--- src/rtl/vga_timing_pkg.sv ---
// Shared raster geometry for the VGA timing generator: default 640x480@60 Hz
// constants, derived totals/sync windows and the 10-bit counter type.
package vga_timing_pkg;

    localparam int CNT_W = 10;
    typedef logic [CNT_W-1:0] cnt_t;

    localparam int DEF_H_VISIBLE = 640;
    localparam int DEF_H_FRONT   = 16;
    localparam int DEF_H_SYNC    = 96;
    localparam int DEF_H_BACK    = 48;
    localparam int DEF_V_VISIBLE = 480;
    localparam int DEF_V_FRONT   = 10;
    localparam int DEF_V_SYNC    = 2;
    localparam int DEF_V_BACK    = 33;
    localparam int DEF_CLK_DIV   = 2;
    localparam logic DEF_SYNC_ACTIVE = 1'b0;

    localparam int DEF_H_TOTAL = DEF_H_VISIBLE + DEF_H_FRONT + DEF_H_SYNC + DEF_H_BACK;
    localparam int DEF_V_TOTAL = DEF_V_VISIBLE + DEF_V_FRONT + DEF_V_SYNC + DEF_V_BACK;
    localparam int DEF_H_SYNC_START = DEF_H_VISIBLE + DEF_H_FRONT;
    localparam int DEF_H_SYNC_END   = DEF_H_SYNC_START + DEF_H_SYNC;
    localparam int DEF_V_SYNC_START = DEF_V_VISIBLE + DEF_V_FRONT;
    localparam int DEF_V_SYNC_END   = DEF_V_SYNC_START + DEF_V_SYNC;

    // Half-open window test [lo, hi) on a counter value.
    function automatic logic in_window(input cnt_t pos, input int lo, input int hi);
        return (int'(pos) >= lo) && (int'(pos) < hi);
    endfunction

endpackage

--- src/rtl/vga_timing_gen_if.sv ---
// Raster timing bundle from the timing generator (master) to the picture
// generator (slave).
interface vga_timing_gen_if;
    import vga_timing_pkg::*;

    logic pix_en;
    logic vga_h_sync;
    logic vga_v_sync;
    logic in_display_area;
    cnt_t pix_x;
    cnt_t pix_y;
    logic line_start;
    logic frame_start;

    modport master (
        output pix_en, vga_h_sync, vga_v_sync, in_display_area,
               pix_x, pix_y, line_start, frame_start
    );

    modport slave (
        input pix_en, vga_h_sync, vga_v_sync, in_display_area,
              pix_x, pix_y, line_start, frame_start
    );

endinterface

--- src/rtl/vga_timing_gen_pixel_clk_en.sv ---
// Pixel-rate enable: divides clk by CLK_DIV and emits a registered one-clk
// pix_en pulse in the cycle the divider sits at its last count.
module pixel_clk_en #(
    parameter int CLK_DIV = 2
) (
    input  logic clk,
    input  logic reset,
    output logic pix_en
);

    localparam int DIV_W = (CLK_DIV > 1) ? $clog2(CLK_DIV) : 1;
    localparam logic [DIV_W-1:0] DIV_LAST = DIV_W'(CLK_DIV - 1);

    logic [DIV_W-1:0] div_cnt;
    logic [DIV_W-1:0] div_next;

    always_comb begin
        div_next = (div_cnt == DIV_LAST) ? '0 : div_cnt + DIV_W'(1);
    end

    // pix_en is registered from the next count so it is low during reset even
    // when CLK_DIV is 1.
    always_ff @(posedge clk or negedge reset) begin
        if (!reset) begin
            div_cnt <= '0;
            pix_en  <= 1'b0;
        end else begin
            div_cnt <= div_next;
            pix_en  <= (div_next == DIV_LAST);
        end
    end

endmodule

--- src/rtl/vga_timing_gen.sv ---
// VGA raster timing generator: position counters advanced by the pixel
// enable, with all raster outputs registered from the next counter values.
module vga_timing_gen
    import vga_timing_pkg::*;
#(
    parameter int   H_VISIBLE   = DEF_H_VISIBLE,
    parameter int   H_FRONT     = DEF_H_FRONT,
    parameter int   H_SYNC      = DEF_H_SYNC,
    parameter int   H_BACK      = DEF_H_BACK,
    parameter int   V_VISIBLE   = DEF_V_VISIBLE,
    parameter int   V_FRONT     = DEF_V_FRONT,
    parameter int   V_SYNC      = DEF_V_SYNC,
    parameter int   V_BACK      = DEF_V_BACK,
    parameter int   CLK_DIV     = DEF_CLK_DIV,
    parameter logic SYNC_ACTIVE = DEF_SYNC_ACTIVE
) (
    input  logic             clk,
    input  logic             reset,
    vga_timing_gen_if.master vga
);

    localparam int H_TOTAL  = H_VISIBLE + H_FRONT + H_SYNC + H_BACK;
    localparam int V_TOTAL  = V_VISIBLE + V_FRONT + V_SYNC + V_BACK;
    localparam int HS_START = H_VISIBLE + H_FRONT;
    localparam int HS_END   = HS_START + H_SYNC;
    localparam int VS_START = V_VISIBLE + V_FRONT;
    localparam int VS_END   = VS_START + V_SYNC;
    localparam cnt_t H_LAST = cnt_t'(H_TOTAL - 1);
    localparam cnt_t V_LAST = cnt_t'(V_TOTAL - 1);
    localparam logic SYNC_IDLE = ~SYNC_ACTIVE;

    logic pix_en;
    cnt_t h_cnt;
    cnt_t v_cnt;
    cnt_t h_next;
    cnt_t v_next;

    logic h_sync_q;
    logic v_sync_q;
    logic display_q;
    cnt_t pix_x_q;
    cnt_t pix_y_q;
    logic line_start_q;
    logic frame_start_q;

    pixel_clk_en #(
        .CLK_DIV (CLK_DIV)
    ) u_pixel_clk_en (
        .clk    (clk),
        .reset  (reset),
        .pix_en (pix_en)
    );

    always_comb begin
        h_next = h_cnt;
        v_next = v_cnt;
        if (pix_en) begin
            if (h_cnt == H_LAST) begin
                h_next = '0;
                v_next = (v_cnt == V_LAST) ? '0 : v_cnt + cnt_t'(1);
            end else begin
                h_next = h_cnt + cnt_t'(1);
            end
        end
    end

    // Counters reset to the last position so the first advance lands on (0,0).
    always_ff @(posedge clk or negedge reset) begin
        if (!reset) begin
            h_cnt <= H_LAST;
            v_cnt <= V_LAST;
        end else begin
            h_cnt <= h_next;
            v_cnt <= v_next;
        end
    end

    always_ff @(posedge clk or negedge reset) begin
        if (!reset) begin
            h_sync_q      <= SYNC_IDLE;
            v_sync_q      <= SYNC_IDLE;
            display_q     <= 1'b0;
            pix_x_q       <= '0;
            pix_y_q       <= '0;
            line_start_q  <= 1'b0;
            frame_start_q <= 1'b0;
        end else begin
            line_start_q  <= pix_en && (h_next == '0);
            frame_start_q <= pix_en && (h_next == '0) && (v_next == '0);
            if (pix_en) begin
                h_sync_q  <= in_window(h_next, HS_START, HS_END) ? SYNC_ACTIVE : SYNC_IDLE;
                v_sync_q  <= in_window(v_next, VS_START, VS_END) ? SYNC_ACTIVE : SYNC_IDLE;
                display_q <= in_window(h_next, 0, H_VISIBLE) && in_window(v_next, 0, V_VISIBLE);
                pix_x_q   <= h_next;
                pix_y_q   <= v_next;
            end
        end
    end

    assign vga.pix_en          = pix_en;
    assign vga.vga_h_sync      = h_sync_q;
    assign vga.vga_v_sync      = v_sync_q;
    assign vga.in_display_area = display_q;
    assign vga.pix_x           = pix_x_q;
    assign vga.pix_y           = pix_y_q;
    assign vga.line_start      = line_start_q;
    assign vga.frame_start     = frame_start_q;

endmodule

--- src/flat_wrapper.sv ---
// flat-port wrapper written by rule: the top's interface ports become plain ports
module vga_timing_gen_flat import vga_timing_pkg::*;
#(
    parameter int   H_VISIBLE   = DEF_H_VISIBLE,
    parameter int   H_FRONT     = DEF_H_FRONT,
    parameter int   H_SYNC      = DEF_H_SYNC,
    parameter int   H_BACK      = DEF_H_BACK,
    parameter int   V_VISIBLE   = DEF_V_VISIBLE,
    parameter int   V_FRONT     = DEF_V_FRONT,
    parameter int   V_SYNC      = DEF_V_SYNC,
    parameter int   V_BACK      = DEF_V_BACK,
    parameter int   CLK_DIV     = DEF_CLK_DIV,
    parameter logic SYNC_ACTIVE = DEF_SYNC_ACTIVE
)
  (clk, reset, vga_pix_en, vga_vga_h_sync, vga_vga_v_sync, vga_in_display_area, vga_pix_x, vga_pix_y, vga_line_start, vga_frame_start);
  vga_timing_gen_if vga_i ();
  input  logic clk;
  input  logic reset;
  output wire logic [$bits(vga_i.pix_en)-1:0] vga_pix_en;
  output wire logic [$bits(vga_i.vga_h_sync)-1:0] vga_vga_h_sync;
  output wire logic [$bits(vga_i.vga_v_sync)-1:0] vga_vga_v_sync;
  output wire logic [$bits(vga_i.in_display_area)-1:0] vga_in_display_area;
  output wire logic [$bits(vga_i.pix_x)-1:0] vga_pix_x;
  output wire logic [$bits(vga_i.pix_y)-1:0] vga_pix_y;
  output wire logic [$bits(vga_i.line_start)-1:0] vga_line_start;
  output wire logic [$bits(vga_i.frame_start)-1:0] vga_frame_start;
  assign vga_pix_en = vga_i.pix_en;
  assign vga_vga_h_sync = vga_i.vga_h_sync;
  assign vga_vga_v_sync = vga_i.vga_v_sync;
  assign vga_in_display_area = vga_i.in_display_area;
  assign vga_pix_x = vga_i.pix_x;
  assign vga_pix_y = vga_i.pix_y;
  assign vga_line_start = vga_i.line_start;
  assign vga_frame_start = vga_i.frame_start;
  vga_timing_gen #(.H_VISIBLE(H_VISIBLE), .H_FRONT(H_FRONT), .H_SYNC(H_SYNC), .H_BACK(H_BACK), .V_VISIBLE(V_VISIBLE), .V_FRONT(V_FRONT), .V_SYNC(V_SYNC), .V_BACK(V_BACK), .CLK_DIV(CLK_DIV), .SYNC_ACTIVE(SYNC_ACTIVE)) u_core (.clk(clk), .reset(reset), .vga(vga_i));
endmodule
--- config.mk ---
export PLATFORM = sky130hd
export DESIGN_NAME = vga_timing_gen_flat
export DESIGN_NICKNAME = d
export VERILOG_FILES = /design/src/rtl/vga_timing_pkg.sv /design/src/rtl/vga_timing_gen_if.sv /design/src/rtl/vga_timing_gen_pixel_clk_en.sv /design/src/rtl/vga_timing_gen.sv /design/src/flat_wrapper.sv
export SDC_FILE = /design/constraint.sdc
export NUM_CORES = 1
export LEC_CHECK = 0
export CORE_MARGIN = 2
export CORE_UTILIZATION = 48
export DETAILED_ROUTE_END_ITERATION = 12
export PLACE_DENSITY = 0.8
export RECOVER_POWER = 50
export SYNTH_ARGS = -nofsm -noshare
export SYNTH_HDL_FRONTEND = slang
export SYNTH_SLANG_ARGS = --single-unit
--- constraint.sdc ---
create_clock -name clk -period 2.8 [get_ports clk]
set_input_delay 0.56 -clock clk [delete_from_list [all_inputs] [get_ports clk]]
set_output_delay 0.56 -clock clk [all_outputs]
set_load 0.02 [all_outputs]
==> impl_metrics.yaml, run 1 <==
synth:
  synth_top_cells_by_count: "sky130_fd_sc_hd__dfrtp_1 (34), sky130_fd_sc_hd__nor2_1 (25), sky130_fd_sc_hd__nand2_1 (20)"
  syn_area_um2: 2441
  syn_nets: 263
  synth-async-reset-ratio_pct: 100.0
  synth_top_area_share_pct: 34.85
  synth_enable_flop_cells: 0
  synth_cell_types: 51
  synth_sequential_area_ratio_pct: 47.77
  synth-seq-cells: 46
  netlist_top_cells_area: "sky130_fd_sc_hd__dfrtp_1 (35%), sky130_fd_sc_hd__dfstp_2 (13%), sky130_fd_sc_hd__nor2_1 (3.8%)"
  synth.largest_area_cell: "sky130_fd_sc_hd__dfrtp_1"
  post_synth.cell_area_avg_um2: 9.462
  synth_warnings: 0
  yosys.cell_count.top_type: "sky130_fd_sc_hd__dfrtp_1"
  post_synth_inst_count: 258
  synth-main-ff-cell: "sky130_fd_sc_hd__dfrtp_1"
clocking:
  cts_buffers: 5
  clock_latency_of_the_later_clocked_register_in_the_worst_skew_pair_ps: 300
  tritoncts: "done"
  clock_tree.root_cell: "sky130_fd_sc_hd__clkbuf_8"
  cts.repair_timing.setup_buffer_count: 0
  h-tree-depth: 2
  clk_path_buf_depth: 2
  hold_buffers: 0
  post_cts_sizing_count: 0
  cts_num_sinks: 46
  path_clk_slew_ps: 90
floorplan:
  die_h_um: 75.32
  design.core.area_um2: 4817
  die-width_um: 75.32
  floorplan.rows: 25
  floorplan.die_area_um2: 5672
  initial_utilization_pct: 50.68
  boundaryPins: 28
route:
  ant_nets: 0
  detail_route.first_pass.iterations: 4
  routed_wirelength_mm: 5.349
  drt-vias-per-instance: 5.620
  drt_drc_violations_left: 0
  drt_first_iter_violations: 141
  vias: 1995
  avgRoutedWirePerCell_um: 15.07
worst_setup_path:
  rr_startpoint: "u_core.h_cnt[4]$_DFF_PN1_"
  worstSetupPathType: "reg -> reg"
  worstSetupEndpointType: "flop"
  critical_path.startpoint_type: "flop"
  setup.reg_to_reg.worst_slack_ps: 110
  timing.critical_path.arrival_ps: 2880
  required_ps: 2990
  endpoint_of_the_worst_slack_reg_to_reg_timing_path: "u_core.vga.in_display_area$_DFFE_PN0P_"
  startpoint: "u_core.h_cnt[4]$_DFF_PN1_"
  critical_path_peak_fanout: 12
  worstRegToRegCells: 6
pwr:
  static-leakage-power_nw: 1.295
  pwr-share-comb_pct: 1.1
  share_of_total_power_in_sequential_cells_pct: 60.4
  power-per-cell-area_nw_per_um2: 380.6
  clkPwrFrac_pct: 38.5
  internal_power_uw: 863.7
  p_sw_share_pct: 21.56
  power.switching_uw: 237.4
  power.ir.vdd_worst_uv: 255.8
  finalPower_mw: 1.101
run_status:
  outcome: "finished clean"
timing:
  setup-tns-final_ps: 0
  final.period_utilization_pct: 95.98
  timing.final.crit_period_ps: 2687
  maxSlewViolCount: 0
  achievable-frequency_ghz: 0.3721
  timing_worst_slew_pin_value_ps: 984.4
  fin_skew_ps: 6.851
  relSlewSlack_pct: 34.37
  timing_hold_violations_final: 0
  rsz0062_at_grt: "no"
  setup_violations: 0
global_route:
  grt_first_pass_wirelength_mm: 8.838
  grt_antenna_before_repair: 0
  globalRoute.totalOverflow: 0
  grt_pass1_vias: 1840
  grt_util_all_layers_pct: 20.71
  grt_max_degree: 47
finish:
  drive_gt1_share_pct: 16.32
  antenna-diode-count: 0
  area_delta_synth_final_pct: 18.50
  final_net_count: 292
job:
  maxCapViolations: 0
min_path:
  holdCritPathClass: "in -> async"
placement:
  placement.io_buffers: 27
  routabilityCongestion: 0.8539
  hpwl_mm: 3.764
-- stage by stage --
step	hold slack [ps]	setup slack, ps	instances	util, %	area [um2]
floorplan	264.4	4.553	258	-	2444
global placement	468.4	142.5	347	58.03	2795
detailed placement	474.3	57.68	347	58.03	2795
CTS	450.8	42.95	355	60.00	2890
global route	501.0	35.84	355	60.05	2893
finish	416.0	112.6	355	60.05	2893
-- power by group through the flow --
stage	logic [mW]	registers (mW)	clock network, mW
finish	0.0125	0.665	0.424
global route	0.0156	0.665	0.463
CTS	0.0136	0.665	0.436
detailed placement	0.0137	0.677	0
global placement	0.0133	0.677	0
floorplan	0.000000553	0.677	0
-- routing by layer --
metal | up-vias | GRT usage (%) | part of all wire (%)
met2 | 73 | 29.57 | 44
met4 | 0 | 8.772 | 1.3
met5 | - | 0 | 0
met3 | 6 | 3.439 | 5.8
li1 | 976 | - | -
met1 | 940 | 31.27 | 49
-- registers in the layout, indices dropped and copies added, names as in the netlist --
register,count
u_core.vga.in_display_area,1
u_core.vga.pix_x,10
u_core.vga.pix_y,10
u_core.v_cnt,10
u_core.vga.frame_start,1
u_core.vga.vga_v_sync,1
u_core.h_cnt,10
u_core.vga.line_start,1
u_core.u_pixel_clk_en.pix_en,1
u_core.vga.vga_h_sync,1
-- cells by family (layout without fill, tap and decap cells) --
logic type      after synthesis  in the layout  share of synthesized area (%)
simple gates                104            104                          23.01
compound gates               53             53                          14.15
flops                        46             46                          47.77
buf+inv                      33             63                          6.253
xor+xnor                     14             14                          5.023
mux                           5              5                          2.255
fa+ha+maj                     3              3                          1.538
-- layout make-up --
cell class                 instances  area, um2
fill                             424       1924
sequential                        46       1166
multi-input combinational        179       1129
timing repair buffer              41      366.6
tap                               67      83.83
clock buffer                       6      82.58
inverter                          14      52.55
clock inverter                     2      12.51
-- worst max-delay path, stage by stage, from the launching register on --
cell,delay [ps]
sky130_fd_sc_hd__dfstp_2,550
sky130_fd_sc_hd__or4b_4,520
sky130_fd_sc_hd__or3_4,470
sky130_fd_sc_hd__nor2_1,160
sky130_fd_sc_hd__xnor2_1,130
sky130_fd_sc_hd__or4_1,500
sky130_fd_sc_hd__a32o_1,260
-- placed cells by master (no fill, tap or decap), types with 3 or more instances in the layout --
master / instances
sky130_fd_sc_hd__nand3_1: 13
sky130_fd_sc_hd__o211ai_1: 3
sky130_fd_sc_hd__dfstp_2: 11
sky130_fd_sc_hd__o31ai_1: 3
sky130_fd_sc_hd__nand4_1: 6
sky130_fd_sc_hd__nand2_1: 20
sky130_fd_sc_hd__nor3_1: 7
sky130_fd_sc_hd__clkdlybuf4s50_1: 23
sky130_fd_sc_hd__o21ai_0: 12
sky130_fd_sc_hd__nor2_1: 25
sky130_fd_sc_hd__xor2_1: 5
sky130_fd_sc_hd__mux2_2: 3
sky130_fd_sc_hd__a31oi_1: 5
sky130_fd_sc_hd__buf_4: 13
sky130_fd_sc_hd__or3_1: 4
sky130_fd_sc_hd__a211oi_1: 3
sky130_fd_sc_hd__dfrtp_1: 34
sky130_fd_sc_hd__nor4_1: 3
sky130_fd_sc_hd__or2_2: 3
sky130_fd_sc_hd__a21oi_1: 13
sky130_fd_sc_hd__clkbuf_8: 6
sky130_fd_sc_hd__inv_1: 13
sky130_fd_sc_hd__xnor2_1: 9
sky130_fd_sc_hd__dlygate4sd3_1: 3
sky130_fd_sc_hd__and3_1: 7
-- worst max-delay path by stage --
stage | end | slack (ps) | depth (start not counted)
after floorplan | u_core.vga.in_display_area$_DFFE_PN0P_ | 5 | 9
after global placement | u_core.vga.in_display_area$_DFFE_PN0P_ | 140 | 6
after detailed placement | u_core.vga.in_display_area$_DFFE_PN0P_ | 60 | 6
after CTS | u_core.vga.in_display_area$_DFFE_PN0P_ | 40 | 6
after global routing | u_core.vga.in_display_area$_DFFE_PN0P_ | 40 | 6
final | u_core.vga.in_display_area$_DFFE_PN0P_ | 110 | 6
(Power assumes the default switching activity.)
==> run 2, diff against run 1 <==
--- a/config.mk
+++ b/config.mk
@@ -7,6 +7,7 @@
 export LEC_CHECK = 0
 export CORE_MARGIN = 2
 export CORE_UTILIZATION = 48
+export CTS_CLUSTER_SIZE = 14
 export DETAILED_ROUTE_END_ITERATION = 12
 export PLACE_DENSITY = 0.8
 export RECOVER_POWER = 50
==> results of run 2 <==
The final DEF is identical to that of run 1; final timing and power are the same.
==> run 3, diff against run 2 <==
--- a/config.mk
+++ b/config.mk
@@ -11,6 +11,7 @@
 export DETAILED_ROUTE_END_ITERATION = 12
 export PLACE_DENSITY = 0.8
 export RECOVER_POWER = 50
+export SKIP_LAST_GASP = 1
 export SYNTH_ARGS = -nofsm -noshare
 export SYNTH_HDL_FRONTEND = slang
 export SYNTH_SLANG_ARGS = --single-unit
==> results of run 3 <==
The final DEF is identical to that of run 1; final timing and power are the same.
